--- config.mk ---
export PLATFORM = sky130hd
export DESIGN_NAME = rect_collide_flat
export DESIGN_NICKNAME = d
export VERILOG_FILES = /design/src/rtl/rect_collide_if.sv /design/src/rtl/rect_collide.sv /design/src/flat_wrapper.sv
export SDC_FILE = /design/constraint.sdc
export NUM_CORES = 1
export LEC_CHECK = 0
export ABC_AREA = 0
export BUFFER_PORTS_ARGS = -buffer_cell sky130_fd_sc_hd__clkbuf_2
export CORE_MARGIN = 2
export CORE_UTILIZATION = 45
export DETAILED_ROUTE_END_ITERATION = 16
export PLACE_DENSITY_LB_ADDON = 0.25
export SLEW_MARGIN = 20
export SYNTH_ARGS = -nofsm -noshare
export SYNTH_HDL_FRONTEND = slang
export SYNTH_SLANG_ARGS = --single-unit
--- constraint.sdc ---
create_clock -name i_clk -period 5 [get_ports i_clk]
set_input_delay 1 -clock i_clk [delete_from_list [all_inputs] [get_ports i_clk]]
set_output_delay 1 -clock i_clk [all_outputs]
set_load 0.01 [all_outputs]
--- src/rtl/rect_collide_if.sv ---
// Rectangle collision checker bus: frame strobe, control levels, two rectangles in,
// check result and status out.
interface rect_collide_if #(
  parameter int CW = 12
);
  logic          i_frame;
  logic          i_enable;
  logic          i_clear;
  logic [CW-1:0] i_a_x1, i_a_x2, i_a_y1, i_a_y2;
  logic [CW-1:0] i_b_x1, i_b_x2, i_b_y1, i_b_y2;
  logic          o_overlap;
  logic          o_hit;
  logic          o_hit_pulse;
  logic          o_busy;
  logic [15:0]   o_checks;

  modport master (
    output i_frame, i_enable, i_clear,
    output i_a_x1, i_a_x2, i_a_y1, i_a_y2,
    output i_b_x1, i_b_x2, i_b_y1, i_b_y2,
    input  o_overlap, o_hit, o_hit_pulse, o_busy, o_checks
  );

  modport slave (
    input  i_frame, i_enable, i_clear,
    input  i_a_x1, i_a_x2, i_a_y1, i_a_y2,
    input  i_b_x1, i_b_x2, i_b_y1, i_b_y2,
    output o_overlap, o_hit, o_hit_pulse, o_busy, o_checks
  );
endinterface

--- src/rtl/rect_collide.sv ---
// Per-frame bird/obstacle overlap test: 2-stage compare pipeline feeding a
// debounce FSM that raises a sticky hit flag after HIT_FRAMES overlapping checks.
module rect_collide #(
  parameter int CW         = 12,
  parameter int HIT_FRAMES = 2
) (
  input  logic          i_clk,
  input  logic          i_rst_n,
  rect_collide_if.slave bus
);

  typedef enum logic [1:0] {IDLE, ARMED, HIT} state_t;

  state_t        state;
  logic [3:0]    run;
  logic          v1, v2;
  logic [CW-1:0] ax1, ax2, ay1, ay2;
  logic [CW-1:0] bx1, bx2, by1, by2;
  logic          c_ax_lt_bx2, c_bx_lt_ax2, c_ay_lt_by2, c_by_lt_ay2;
  logic          a_empty, b_empty;

  logic          kill;
  logic          accept;
  logic          result;
  logic          res_valid;
  logic [4:0]    run_inc;

  // kill discards anything in flight: clear from any state, or disarm while ARMED
  always_comb begin
    kill      = bus.i_clear || (state == ARMED && !bus.i_enable);
    accept    = bus.i_frame && !v1 && (state != IDLE) && !kill;
    result    = c_ax_lt_bx2 && c_bx_lt_ax2 && c_ay_lt_by2 && c_by_lt_ay2
                && !a_empty && !b_empty;
    res_valid = v2 && !kill;
    run_inc   = {1'b0, run} + 5'd1;
  end

  always_ff @(posedge i_clk or negedge i_rst_n) begin
    if (!i_rst_n) begin
      v1          <= 1'b0;
      v2          <= 1'b0;
      bus.o_busy  <= 1'b0;
      ax1         <= '0;
      ax2         <= '0;
      ay1         <= '0;
      ay2         <= '0;
      bx1         <= '0;
      bx2         <= '0;
      by1         <= '0;
      by2         <= '0;
      c_ax_lt_bx2 <= 1'b0;
      c_bx_lt_ax2 <= 1'b0;
      c_ay_lt_by2 <= 1'b0;
      c_by_lt_ay2 <= 1'b0;
      a_empty     <= 1'b0;
      b_empty     <= 1'b0;
    end else begin
      v1         <= accept;
      v2         <= v1 && !kill;
      bus.o_busy <= accept || (v1 && !kill);
      if (accept) begin
        ax1 <= bus.i_a_x1;
        ax2 <= bus.i_a_x2;
        ay1 <= bus.i_a_y1;
        ay2 <= bus.i_a_y2;
        bx1 <= bus.i_b_x1;
        bx2 <= bus.i_b_x2;
        by1 <= bus.i_b_y1;
        by2 <= bus.i_b_y2;
      end
      if (v1) begin
        c_ax_lt_bx2 <= ax1 < bx2;
        c_bx_lt_ax2 <= bx1 < ax2;
        c_ay_lt_by2 <= ay1 < by2;
        c_by_lt_ay2 <= by1 < ay2;
        a_empty     <= (ax1 >= ax2) || (ay1 >= ay2);
        b_empty     <= (bx1 >= bx2) || (by1 >= by2);
      end
    end
  end

  always_ff @(posedge i_clk or negedge i_rst_n) begin
    if (!i_rst_n) begin
      state           <= IDLE;
      run             <= '0;
      bus.o_overlap   <= 1'b0;
      bus.o_hit       <= 1'b0;
      bus.o_hit_pulse <= 1'b0;
      bus.o_checks    <= '0;
    end else begin
      bus.o_hit_pulse <= 1'b0;
      if (bus.i_clear) begin
        state        <= IDLE;
        run          <= '0;
        bus.o_checks <= '0;
        bus.o_hit    <= 1'b0;
      end else begin
        if (res_valid) begin
          bus.o_overlap <= result;
          if (bus.o_checks != '1)
            bus.o_checks <= bus.o_checks + 16'd1;
        end
        case (state)
          IDLE: begin
            if (bus.i_enable)
              state <= ARMED;
          end
          ARMED: begin
            if (!bus.i_enable) begin
              state <= IDLE;
              run   <= '0;
            end else if (res_valid) begin
              if (result) begin
                run <= run_inc[3:0];
                if (run_inc == 5'(HIT_FRAMES)) begin
                  state           <= HIT;
                  bus.o_hit       <= 1'b1;
                  bus.o_hit_pulse <= 1'b1;
                end
              end else begin
                run <= '0;
              end
            end
          end
          HIT: ;
          default: state <= IDLE;
        endcase
      end
    end
  end

endmodule

--- src/flat_wrapper.sv ---
// flat-port wrapper written by rule: the top's interface ports become plain ports
module rect_collide_flat 
#(
  parameter int CW         = 12,
  parameter int HIT_FRAMES = 2
)
  (i_clk, i_rst_n, bus_i_frame, bus_i_enable, bus_i_clear, bus_i_a_x1, bus_i_a_x2, bus_i_a_y1, bus_i_a_y2, bus_i_b_x1, bus_i_b_x2, bus_i_b_y1, bus_i_b_y2, bus_o_overlap, bus_o_hit, bus_o_hit_pulse, bus_o_busy, bus_o_checks);
  rect_collide_if #(.CW(CW)) bus_i ();
  input  logic i_clk;
  input  logic i_rst_n;
  input wire logic [$bits(bus_i.i_frame)-1:0] bus_i_frame;
  input wire logic [$bits(bus_i.i_enable)-1:0] bus_i_enable;
  input wire logic [$bits(bus_i.i_clear)-1:0] bus_i_clear;
  input wire logic [$bits(bus_i.i_a_x1)-1:0] bus_i_a_x1;
  input wire logic [$bits(bus_i.i_a_x2)-1:0] bus_i_a_x2;
  input wire logic [$bits(bus_i.i_a_y1)-1:0] bus_i_a_y1;
  input wire logic [$bits(bus_i.i_a_y2)-1:0] bus_i_a_y2;
  input wire logic [$bits(bus_i.i_b_x1)-1:0] bus_i_b_x1;
  input wire logic [$bits(bus_i.i_b_x2)-1:0] bus_i_b_x2;
  input wire logic [$bits(bus_i.i_b_y1)-1:0] bus_i_b_y1;
  input wire logic [$bits(bus_i.i_b_y2)-1:0] bus_i_b_y2;
  output wire logic [$bits(bus_i.o_overlap)-1:0] bus_o_overlap;
  output wire logic [$bits(bus_i.o_hit)-1:0] bus_o_hit;
  output wire logic [$bits(bus_i.o_hit_pulse)-1:0] bus_o_hit_pulse;
  output wire logic [$bits(bus_i.o_busy)-1:0] bus_o_busy;
  output wire logic [$bits(bus_i.o_checks)-1:0] bus_o_checks;
  assign bus_i.i_frame = bus_i_frame;
  assign bus_i.i_enable = bus_i_enable;
  assign bus_i.i_clear = bus_i_clear;
  assign bus_i.i_a_x1 = bus_i_a_x1;
  assign bus_i.i_a_x2 = bus_i_a_x2;
  assign bus_i.i_a_y1 = bus_i_a_y1;
  assign bus_i.i_a_y2 = bus_i_a_y2;
  assign bus_i.i_b_x1 = bus_i_b_x1;
  assign bus_i.i_b_x2 = bus_i_b_x2;
  assign bus_i.i_b_y1 = bus_i_b_y1;
  assign bus_i.i_b_y2 = bus_i_b_y2;
  assign bus_o_overlap = bus_i.o_overlap;
  assign bus_o_hit = bus_i.o_hit;
  assign bus_o_hit_pulse = bus_i.o_hit_pulse;
  assign bus_o_busy = bus_i.o_busy;
  assign bus_o_checks = bus_i.o_checks;
  rect_collide #(.CW(CW), .HIT_FRAMES(HIT_FRAMES)) u_core (.i_clk(i_clk), .i_rst_n(i_rst_n), .bus(bus_i));
endmodule
After elaboration in Yosys (flattened, before gate mapping)

Cells that the tools add are included.

Add/sub/neg operators: 2
$lt $le $gt $ge: 8
Equality and inequality tests: 10
Muxes and demuxes: 27
Bitwise logic cells: 1
Reductions and logical operators: 33

Operators with widths:

| kind                  | count |
|---|---|
| $ge 12x12->1          | 4 |
| $lt 12x12->1          | 4 |
| $mux 16               | 3 |
| $mux 4                | 5 |
| $add 16x1->16 const B | 1 |
| $ne 16x16->1 const B  | 1 |
| $reduce_bool 2->1     | 7 |
| $mux 1                | 12 |
| $mux 2                | 6 |
| $logic_and 1x1->1     | 11 |
| $reduce_and 5->1      | 2 |
| $ne 4x3->1 const B    | 2 |
| $pmux 2 s3            | 1 |
| $reduce_and 2->1      | 3 |
| $add 4x1->5 const B   | 1 |
| $eq 5x2->1 const B    | 1 |
| $logic_not 1->1       | 5 |
| $logic_or 1x1->1      | 4 |
| $ne 4x4->1 const B    | 1 |
| $ne 3x1->1 const B    | 1 |
| $ne 3x3->1 const B    | 1 |
| $eq 2x1->1 const B    | 1 |
| $eq 2x2->1 const B    | 1 |
| $logic_not 2->1       | 1 |
| other kinds (2)       | 2 |

Bits in registers: 130
Bits of input ports: 101
Output and inout port bits: 20
Word-level logic and storage cells: 104

Longest topological paths before layout

Depth in word-level cells: 10
Depth in mapped cells: 7
Gate-level depth less buffers: 7

Least setup slack after synthesis

OpenSTA, ideal clock, no wires.

Path type: in2reg
Start point: input port bus_i_clear
End point: register u_core.ax1[10]
Setup time: 0.125 ns
Arrival: 2.217 ns
Data required time: 4.875 ns
Setup slack: 2.658 ns
Stages on the path: 5
Path buffers: 3
Path through: buf_6 nor4b_1 buf_2 buf_2 mux2_2

Longest elaborated chain between the ends: 3

RTL lines:

| element                | RTL line           | source |
|---|---|---|
| start: declaration     | flat_wrapper.sv:13 | `input wire logic [$bits(bus_i.i_clear)-1:0] bus_i_clear;` |
| $logic_or 1x1->1       | rect_collide.sv:30 | `kill = bus.i_clear \|\| (state == ARMED && !bus.i_enable);` |
| $logic_not 1->1        | rect_collide.sv:31 | `accept = bus.i_frame && !v1 && (state != IDLE) && !kill;` |
| $logic_and 1x1->1      | rect_collide.sv:31 |  |
| end signal: assignment | rect_collide.sv:62 | `ax1 <= bus.i_a_x1;` |
| end: declaration       | rect_collide.sv:17 | `logic [CW-1:0] ax1, ax2, ay1, ay2;` |

Every way passes these cells.
A chain may end at the register's enable or synchronous reset.

Worst setup path in the final report

Start point: input port bus_i_clear
End point: register u_core.ax1[11]

The elaborated chain is that of the path after synthesis.

==> flow_metrics.tcl <==
set metrics [dict create \
    status "finished clean" \
    postLayoutCellArea_um2 8700 \
    overflow 0 \
    top_layer "met5" \
    drc 0 \
    powerDensity_nw_per_um2 441 \
    ys_seq_elements 130 \
    clockBufferDepth 2 \
    die_w_um 130 \
    fp.coreArea_um2 15800 \
    synthArstFlopShare_pct 100 \
    clk_pin_slew_ns 0.05 \
    worst_slew_pin_slew_ns 0.881 \
    ys_types 53 \
    post_cts_buffers 0 \
    io_pins 121 \
    holdCritPathClass "reg -> reg" \
    ctsHoldBuffers 0 \
    rsz0062_at_grt "false" \
    cts.repair.resized 0 \
    die_h_um 130 \
    synth_top_cell_by_area "dfrtp_1" \
    drv_cap 0 \
    wl_met3_um 699 \
    syn2layout_area_growth_pct 21.1 \
    dieArea_um2 17000 \
    hpwl_um 12300 \
    fmax_ghz 0.404 \
    final_nets 999 \
    path_max_fanout 76 \
    ir_worst_vdd_uv 262 \
    wl_met1_um 7370 \
    synth.most_common_cell "dfrtp_1" \
    routed_wl_um 16300 \
    yosysSeqAreaShare_pct 45.2 \
    startpoint_type "input port" \
    critical_path_class "in -> reg" \
    hold_violations 0 \
    fin_crit_sh_pct 49.5 \
    numPortBuffers 120 \
    tritoncts.num_buffers 17 \
    initial_core_util_pct 45.6 \
    synth_edf_count 0 \
    wl_met2_um 8000 \
    drive_gt1_share_pct 26.8 \
    grt_first_pass_wirelength_um 27000 \
    place_congestion 0.884 \
    synth_top_area_share_pct 45.2 \
    antenna_found_initial 1 \
    grt_max_degree 77 \
    slew_headroom_pct 41.3 \
    yosysWarningCount 0 \
    critPathCaptureType "flop" \
    synth_nets 875 \
    antenna_cells 0 \
    arrival_ns 2.78 \
    vias 5504 \
    insertion_delay_ns 0.42 \
    viasPerCell 5.33 \
    grt_pass1_vias 5541 \
    root_buffer "clkbuf_16" \
    synth_area_leaders "dfrtp_1 (45%), ha_1 (17%), mux2_2 (7.8%)" \
    syn_area_um2 7190 \
    cp_data_required_time_ns 5.31 \
    cts.sinks 130 \
    drt_iter0_markers 239 \
    placed_area_um2 8000 \
    synth-main-ff-cell "dfrtp_1" \
    p_leak_nw 4.25 \
    timing.final.crit_period_ns 2.48 \
    yosys-top-cells-count "dfrtp_1 (130), ha_1 (95), o21ai_0 (70)" \
    final_max_slew_viol_count 0 \
    setup_viol 0 \
    cts_tree "built" \
    firstDrtPassIters 4 \
    final_antenna_net_count 0 \
    avgSynthCellArea_um2 10.6 \
    cts_htree_levels 4 \
    clock_skew_ns 0.00495 \
    track_usage_pct 20.5 \
    netlist_instances 679 \
    setup_tns_ns 0 \
    wl_per_cell_um 15.8 \
    rows 46 \
]
[cells in the final DEF (no fill, tap or decap), drive strengths merged, types with 2 or more instances in the layout]
master / count
o31ai: 2
nor4: 2
and4: 2
a211oi: 15
or2: 2
dfrtp: 130
a21o: 16
a21boi: 3
nor2: 25
nand4: 12
o32a: 2
a22o: 5
o41ai: 2
a21oi: 39
clkinv: 2
o2111ai: 4
or3b: 2
nand3: 16
nand2: 69
nand2b: 8
or4: 6
xnor2: 6
ha: 95
mux2: 50
buf: 5
and3: 2
inv: 55
o21ai: 70
nor4b: 3
clkbuf: 141
or3: 6
bufinv: 8
[area by class of cell]
| class | count | area [um2] |
|---|---|---|
| inverters | 56 | 210 |
| clock buffers | 22 | 454 |
| clock inverters | 10 | 253 |
| repair buffers | 124 | 633 |
| multi-input cells | 474 | 3630 |
| fillers | 1417 | 7070 |
| well taps | 216 | 270 |
| flip-flops and latches | 130 | 3250 |
[worst max-delay path: stages]
cell and delay (ns):
clkbuf_2 0.30, nor4b_2 0.39, buf_4 0.62, mux2_2 0.42
[final timing paths]
path	from	to	slack (ns)	cells past startpoint
worst max-delay path	bus_i_clear	u_core.ax1[11]$_DFFE_PN0P_	2.52	4
worst min-delay path	u_core.a_empty$_DFFE_PN0P_	u_core.a_empty$_DFFE_PN0P_	0.49	1
worst max register to register	u_core.bus.o_checks[0]$_DFFE_PN0P_	u_core.bus.o_checks[14]$_DFFE_PN0P_	2.83	6
worst min register to register	u_core.a_empty$_DFFE_PN0P_	u_core.a_empty$_DFFE_PN0P_	0.49	1
max in group asynchronous	i_rst_n	u_core.bx1[4]$_DFFE_PN0P_	3.32	2
min in group asynchronous	i_rst_n	u_core.ay2[4]$_DFFE_PN0P_	0.70	1
[metrics by stage]
step                      hold WS [ns]  std cells  utilization (%)  setup slack, ns  total power, W
after floorplan                  0.462        679                -             2.66         0.00204
after global placement           0.477       1000             50.7             2.14         0.00230
after detailed placement         0.481       1000             50.7             2.09         0.00235
after CTS                        0.493       1032             55.2             2.53         0.00387
after global routing             0.516       1032             55.2             2.40         0.00409
final                            0.490       1032             55.2             2.52         0.00384
[per-layer routing]
metal / up-vias / global-route usage, %
li1: 2675 / -
met4: 2 / 6.88
met1: 2677 / 26.9
met5: - / 0
met3: 23 / 4.80
met2: 127 / 33.9
[power breakdown]
part	switching (W)	total (W)	leakage [nW]	internal, W
clock	0.000451	0.00150	0.339	0.00105
combinational	0.000500	0.000943	2.29	0.000442
sequential	0.000141	0.00140	1.62	0.00126
total	0.00109	0.00384	4.25	0.00275
[registers in the layout, summed over array words and instances (netlist names)]
signal                  flops
u_core.a_empty              1
u_core.ax1                 12
u_core.ax2                 12
u_core.ay1                 12
u_core.ay2                 12
u_core.b_empty              1
u_core.bus.o_busy           1
u_core.bus.o_checks        16
u_core.bus.o_hit            1
u_core.bus.o_hit_pulse      1
u_core.bus.o_overlap        1
u_core.bx1                 12
u_core.bx2                 12
u_core.by1                 12
u_core.by2                 12
u_core.c_ax_lt_bx2          1
u_core.c_ay_lt_by2          1
u_core.c_bx_lt_ax2          1
u_core.c_by_lt_ay2          1
u_core.run                  4
u_core.state                2
u_core.v1                   1
u_core.v2                   1
[kinds of logic after synthesis]
family	Yosys count	synth area share, %
mux	50	7.83
flops	130	45.2
buf+inv	75	4.33
simple gates	159	11.5
fa+ha+maj	95	16.5
compound gates	163	13.7
xor+xnor	7	0.853
Power figures use the tool's default switching activity.
